`config.mk`:
```
export PLATFORM = sky130hd
export DESIGN_NAME = spi_mem_ctrl
export DESIGN_NICKNAME = d
export VERILOG_FILES = /design/src/rtl/cpu_spi_pkg.sv /design/src/rtl/spi_clk_div.sv /design/src/rtl/spi_mem_ctrl.sv
export SDC_FILE = /design/constraint.sdc
export NUM_CORES = 1
export LEC_CHECK = 0
export BUFFER_PORTS_ARGS = -buffer_cell sky130_fd_sc_hd__buf_4
export CAP_MARGIN = 20
export CORE_MARGIN = 8
export CORE_UTILIZATION = 50
export CTS_BUF_LIST = sky130_fd_sc_hd__clkbuf_8
export CTS_CLUSTER_SIZE = 10
export DETAILED_ROUTE_END_ITERATION = 7
export PLACE_DENSITY = 0.75
export SKIP_LAST_GASP = 1
export SLEW_MARGIN = 10
export SYNTH_ARGS = -nofsm -noshare
export SYNTH_HDL_FRONTEND = slang
export SYNTH_SLANG_ARGS = --single-unit
```
`constraint.sdc`:
```
create_clock -name clk -period 3.8 [get_ports clk]
set_clock_uncertainty 0.2 [all_clocks]
set_input_delay 0.76 -clock clk [delete_from_list [all_inputs] [get_ports clk]]
set_output_delay 0.76 -clock clk [all_outputs]
set_load 0.05 [all_outputs]
```
`src/rtl/cpu_spi_pkg.sv`:
```
// Shared constants and state encoding for the CPU-side SPI RAM master.
package cpu_spi_pkg;

    localparam logic [7:0]  SPI_CMD_READ  = 8'h03;
    localparam logic [7:0]  SPI_CMD_WRITE = 8'h02;
    localparam int unsigned CMD_BITS      = 8;
    localparam int unsigned FRAME_BITS    = 48;

    typedef enum logic [2:0] {
        IDLE     = 3'd0,
        SELECT   = 3'd1,
        SHIFT    = 3'd2,
        DESELECT = 3'd3,
        DONE     = 3'd4
    } spi_state_e;

endpackage

```
`src/rtl/spi_clk_div.sv`:
```
// SPI clock generator: while run is high, spi_clk toggles every CLK_DIV
// clk cycles starting from a low phase. Strobes flag the cycle whose
// closing edge raises or lowers spi_clk.
module spi_clk_div #(
    parameter int unsigned CLK_DIV = 1
) (
    input  logic clk,
    input  logic rst_n,
    input  logic run,
    output logic rise_strobe,
    output logic fall_strobe,
    output logic spi_clk
);

    localparam int unsigned           CNT_W    = $clog2(CLK_DIV) + 1;
    localparam logic [CNT_W-1:0]      CNT_LAST = CNT_W'(CLK_DIV - 1);

    logic [CNT_W-1:0] cnt;
    logic             level;
    logic             phase_end;

    assign phase_end   = run && (cnt == CNT_LAST);
    assign rise_strobe = phase_end && !level;
    assign fall_strobe = phase_end && level;
    assign spi_clk     = level;

    // Phase counter and clock level; both park at zero whenever run drops.
    always_ff @(posedge clk or negedge rst_n) begin
        if (!rst_n) begin
            cnt   <= '0;
            level <= 1'b0;
        end else if (!run) begin
            cnt   <= '0;
            level <= 1'b0;
        end else if (phase_end) begin
            cnt   <= '0;
            level <= ~level;
        end else begin
            cnt   <= cnt + 1'b1;
        end
    end

endmodule

```
`src/rtl/spi_mem_ctrl.sv`:
```
// CPU-side SPI master: one 16-bit load/store per SPI RAM frame
// {cmd, addr, data}, MSB first, SPI mode 0.
module spi_mem_ctrl
    import cpu_spi_pkg::*;
#(
    parameter int unsigned CLK_DIV = 1,
    parameter int unsigned ADDR_W  = 24,
    parameter int unsigned DATA_W  = 16
) (
    input  logic              clk,
    input  logic              rst_n,
    input  logic              req_valid,
    output logic              req_ready,
    input  logic              req_write,
    input  logic [ADDR_W-1:0] req_addr,
    input  logic [DATA_W-1:0] req_wdata,
    output logic              resp_valid,
    output logic [DATA_W-1:0] resp_rdata,
    output logic              busy,
    output logic              spi_select,
    output logic              spi_clk,
    output logic              spi_mosi,
    input  logic              spi_miso
);

    localparam int unsigned        FRAME_W   = CMD_BITS + ADDR_W + DATA_W;
    localparam int unsigned        BIT_W     = $clog2(FRAME_W);
    localparam logic [BIT_W-1:0]   BIT_FIRST = BIT_W'(FRAME_W - 1);
    localparam logic [BIT_W-1:0]   DATA_BITS = BIT_W'(DATA_W);

    spi_state_e         state;
    logic [FRAME_W-1:0] shreg;
    logic [FRAME_W-1:0] frame;
    logic [BIT_W-1:0]   bit_cnt;
    logic               is_read;
    logic [DATA_W-1:0]  rx;
    logic               run;
    logic               rise_strobe;
    logic               fall_strobe;

    assign req_ready = (state == IDLE);
    assign busy      = (state != IDLE);
    assign run       = (state == SELECT) || (state == SHIFT);

    // Outgoing frame; read frames carry zeros in the data field.
    always_comb begin
        frame = {(req_write ? SPI_CMD_WRITE : SPI_CMD_READ),
                 req_addr,
                 (req_write ? req_wdata : {DATA_W{1'b0}})};
    end

    spi_clk_div #(
        .CLK_DIV (CLK_DIV)
    ) u_clk_div (
        .clk         (clk),
        .rst_n       (rst_n),
        .run         (run),
        .rise_strobe (rise_strobe),
        .fall_strobe (fall_strobe),
        .spi_clk     (spi_clk)
    );

    // Transfer sequencer: accept, shift 48 bits, deselect, report completion.
    // SELECT doubles as the first low-phase cycle of bit 47, so strobes are
    // serviced there as well as in SHIFT.
    always_ff @(posedge clk or negedge rst_n) begin
        if (!rst_n) begin
            state      <= IDLE;
            shreg      <= '0;
            bit_cnt    <= '0;
            is_read    <= 1'b0;
            rx         <= '0;
            resp_valid <= 1'b0;
            resp_rdata <= '0;
            spi_select <= 1'b0;
            spi_mosi   <= 1'b0;
        end else begin
            resp_valid <= 1'b0;
            case (state)
                IDLE: begin
                    if (req_valid) begin
                        shreg      <= frame;
                        bit_cnt    <= BIT_FIRST;
                        is_read    <= !req_write;
                        spi_select <= 1'b1;
                        spi_mosi   <= frame[FRAME_W-1];
                        state      <= SELECT;
                    end
                end
                SELECT, SHIFT: begin
                    state <= SHIFT;
                    if (rise_strobe && is_read && (bit_cnt < DATA_BITS)) begin
                        rx <= {rx[DATA_W-2:0], spi_miso};
                    end
                    if (fall_strobe) begin
                        if (bit_cnt == '0) begin
                            spi_select <= 1'b0;
                            spi_mosi   <= 1'b0;
                            state      <= DESELECT;
                        end else begin
                            bit_cnt  <= bit_cnt - 1'b1;
                            shreg    <= {shreg[FRAME_W-2:0], 1'b0};
                            spi_mosi <= shreg[FRAME_W-2];
                        end
                    end
                end
                DESELECT: begin
                    resp_valid <= 1'b1;
                    if (is_read) begin
                        resp_rdata <= rx;
                    end
                    state <= DONE;
                end
                DONE: begin
                    state <= IDLE;
                end
                default: begin
                    state <= IDLE;
                end
            endcase
        end
    end

endmodule
```
==> flow_metrics.env <==
export IMPL_via_per_inst=5.55
export IMPL_gr_usage_all_layers_pct=15.2
export IMPL_post_cts_buffers=0
export IMPL_remaining_drc_errors=0
export IMPL_syn2layout_area_growth_pct=18.3
export IMPL_critPathCapture="req_ready"
export IMPL_postSynthAreaPerCell_um2=10.7
export IMPL_nFillCells=690
export IMPL_drive_gt1_share_pct=28.0
export IMPL_synth_warnings=0
export IMPL_cts_buffer_depth=2
export IMPL_drt_wl_total_um=8210
export IMPL_antenna_left=0
export IMPL_synth_edf_count=0
export IMPL_cts_buffers=9
export IMPL_hp_class="input pin to async pin"
export IMPL_combPwrFrac_pct=40.4
export IMPL_synth_area_um2=4080
export IMPL_ys_ff_latch=94
export IMPL_total_power_mw=3.62
export IMPL_yosys_top_cells_area="dfrtp_1, nand2_1, a31oi_1, nor3_1, mux2_2"
export IMPL_worstRegToRegCells=7
export IMPL_rows=33
export IMPL_clock_latency_ns=0.34
export IMPL_status="complete, no violations"
export IMPL_start_util_pct=50.7
export IMPL_dr_pass1_iters=4
export IMPL_core_area_um2=8050
export IMPL_rr_endpoint="bit_cnt[3]"
export IMPL_hold_worst_slack_ns=0.197
export IMPL_synth_fp_nets=427
export IMPL_yosysSeqAreaShare_pct=57.7
export IMPL_diodes=0
export IMPL_arrival_ns=1.46
export IMPL_crit_path_end_kind="output pin"
export IMPL_multi_input_area_um2=1570
export IMPL_ys_types=40
export IMPL_tritoncts="done"
export IMPL_max_vdd_ir_drop_v=0.000344
export IMPL_seq_power_share_pct=41.6
export IMPL_slew_headroom_pct=52.7
export IMPL_seqCellArea_um2=2350
export IMPL_synth_ff_type="dfrtp_1"
export IMPL_die_area_um2=11300
export IMPL_antenna_found_initial=0
export IMPL_ctsHoldBuffers=0
export IMPL_period_share_pct=63.8
export IMPL_ys_async_sr_fraction_pct=100
export IMPL_finalWeightedCongestion=0.795
export IMPL_clk_pin_slew_ns=0.09
export IMPL_h_tree_depth=3
export IMPL_die_x_um=106
export IMPL_tns_ns=0
export IMPL_synthCells=380
export IMPL_fp_dieH_um=106
export IMPL_finalHoldViolations=0
export IMPL_startpoint="state[2]"
export IMPL_p_per_area_nw_per_um2=751
export IMPL_fin_crit_ns=2.42
export IMPL_cts_resized=0
export IMPL_grt_overflow_total=0
export IMPL_grt_pass1_wl_um=14400
export IMPL_cellLeakagePower_nw=2.29
export IMPL_cap_viol_max_count=0
export IMPL_rsz0062_at_grt="no"
export IMPL_num_io_pins=67
export IMPL_grt_pass1_vias=3160
export IMPL_p_int_mw=2.17
export IMPL_r2r_slack_ns=1.42
export IMPL_clkPwrFrac_pct=18.0
export IMPL_setup_viol=0
export IMPL_power_switching_share_pct=40.0
export IMPL_grt_max_degree=57
export IMPL_synth_top_area_share_pct=57.7
export IMPL_dpl_hpwl_um=5560
export IMPL_yosysTopAreaCell="dfrtp_1"
export IMPL_start_kind="flop"
export IMPL_p_switching_mw=1.45
export IMPL_io_buffer_count=66
export IMPL_root_buffer="clkbuf_8"
export IMPL_critPathRequiredTime_ns=2.84
export IMPL_critPathKind="flop to output pin"
export IMPL_critPathMaxFanout=6
export IMPL_utilization_pct=59.9
export IMPL_regToRegStartpoint="bit_cnt[0]"
export IMPL_max_slew_worst_pin_slew_ns=0.709
export IMPL_drv_slew=0
export IMPL_drt_initial_drc_count=169
export IMPL_fmax_mhz=412
export IMPL_nets=482
export IMPL_vias=3025
export IMPL_wl_per_cell_um=15.1
export IMPL_clock_sinks=94
metrics by stage:
stage	instance area, um2	worst slack [ns]	instances
4_1_cts	4820	1.37	545
3_5_place_dp	4620	1.43	529
3_3_place_gp	4620	1.49	529
6_report	4820	1.38	545
5_1_grt	4820	1.24	545
2_1_floorplan	4080	0.608	380
power by group through the flow:
| stage | Combinational, mW | Clock (mW) | Sequential [mW] |
|---|---|---|---|
| after global placement | 1.44 | 0 | 1.51 |
| final | 1.46 | 0.653 | 1.51 |
| after detailed placement | 1.48 | 0 | 1.52 |
| after CTS | 1.48 | 0.671 | 1.50 |
| after global routing | 1.65 | 0.713 | 1.54 |
| after floorplan | 1.13 | 0 | 1.54 |
critical path, stage by stage (launching register included):
cell     delay (ns)
dfrtp_1        0.43
nor3_1         0.41
buf_4          0.28
worst min path at each step:
stage / start / end / slack, ns / cells past startpoint
3_3_place_gp: rx[15] / rx[15] / 0.28 / 1
2_1_floorplan: rst_n / bit_cnt[0] / 0.26 / 0
5_1_grt: rst_n / shreg[16] / 0.22 / 1
6_report: rst_n / rx[8] / 0.20 / 1
4_1_cts: rst_n / bit_cnt[3] / 0.20 / 1
3_5_place_dp: rx[15] / rx[15] / 0.28 / 1
cells by family after synthesis:
group | synth area share [%]
flops | 57.7
simple gates | 17.3
compound gates | 10.1
buf+inv | 4.05
xor+xnor | 0.430
other cells | 0.0919
mux | 9.75
fa+ha+maj | 0.613
flip-flops by register name (all words and copies together), names as in the netlist:
name	flops
state	3
spi_mosi	1
u_clk_div.cnt	1
spi_select	1
u_clk_div.spi_clk	1
resp_rdata	16
rx	16
shreg	47
is_read	1
bit_cnt	6
resp_valid	1
layout make-up:
class                      instances  area share, %
multi-input combinational        252           32.5
inverter                           5          0.441
clock buffer                      11           3.14
tap                              105           2.72
clock inverter                     5           1.04
timing repair buffer              73           11.4
sequential                        94           48.8
cell usage in the layout (no fill, tap or decap), types with 2 or more instances in the layout:
cell type	netlist	final
a21oi_1	3	3
o21ai_0	3	3
nor2_1	8	8
clkbuf_8	0	11
nand2_1	71	71
a31oi_1	41	41
ha_1	2	2
mux2_4	10	10
buf_4	0	73
dfrtp_1	94	94
nand2b_1	2	2
nand3_1	16	16
inv_1	4	6
mux2_2	20	20
mux2_1	2	2
nor3_1	46	46
a22o_1	7	7
cells in the mapped netlist, types with 2 or more instances:
| cell type | number |
|---|---|
| inv_1 | 4 |
| dfrtp_1 | 94 |
| a31oi_1 | 41 |
| clkbuf_1 | 11 |
| nand2_1 | 71 |
| buf_6 | 2 |
| o21ai_0 | 3 |
| nor2_1 | 8 |
| a21oi_1 | 3 |
| mux2_4 | 10 |
| mux2_2 | 20 |
| a22o_1 | 7 |
| nand3_1 | 16 |
| buf_2 | 16 |
| mux2_1 | 2 |
| nand2b_1 | 2 |
| ha_1 | 2 |
| nor3_1 | 46 |
routing by layer:
metal	vias up	track usage [%]	share of wire, %
li1	1452	-	-
met4	0	6.53	1.7
met5	-	0	0
met3	12	4.17	5.4
met1	1479	18.7	46
met2	82	24.6	47
Power figures use the tool's default switching activity.
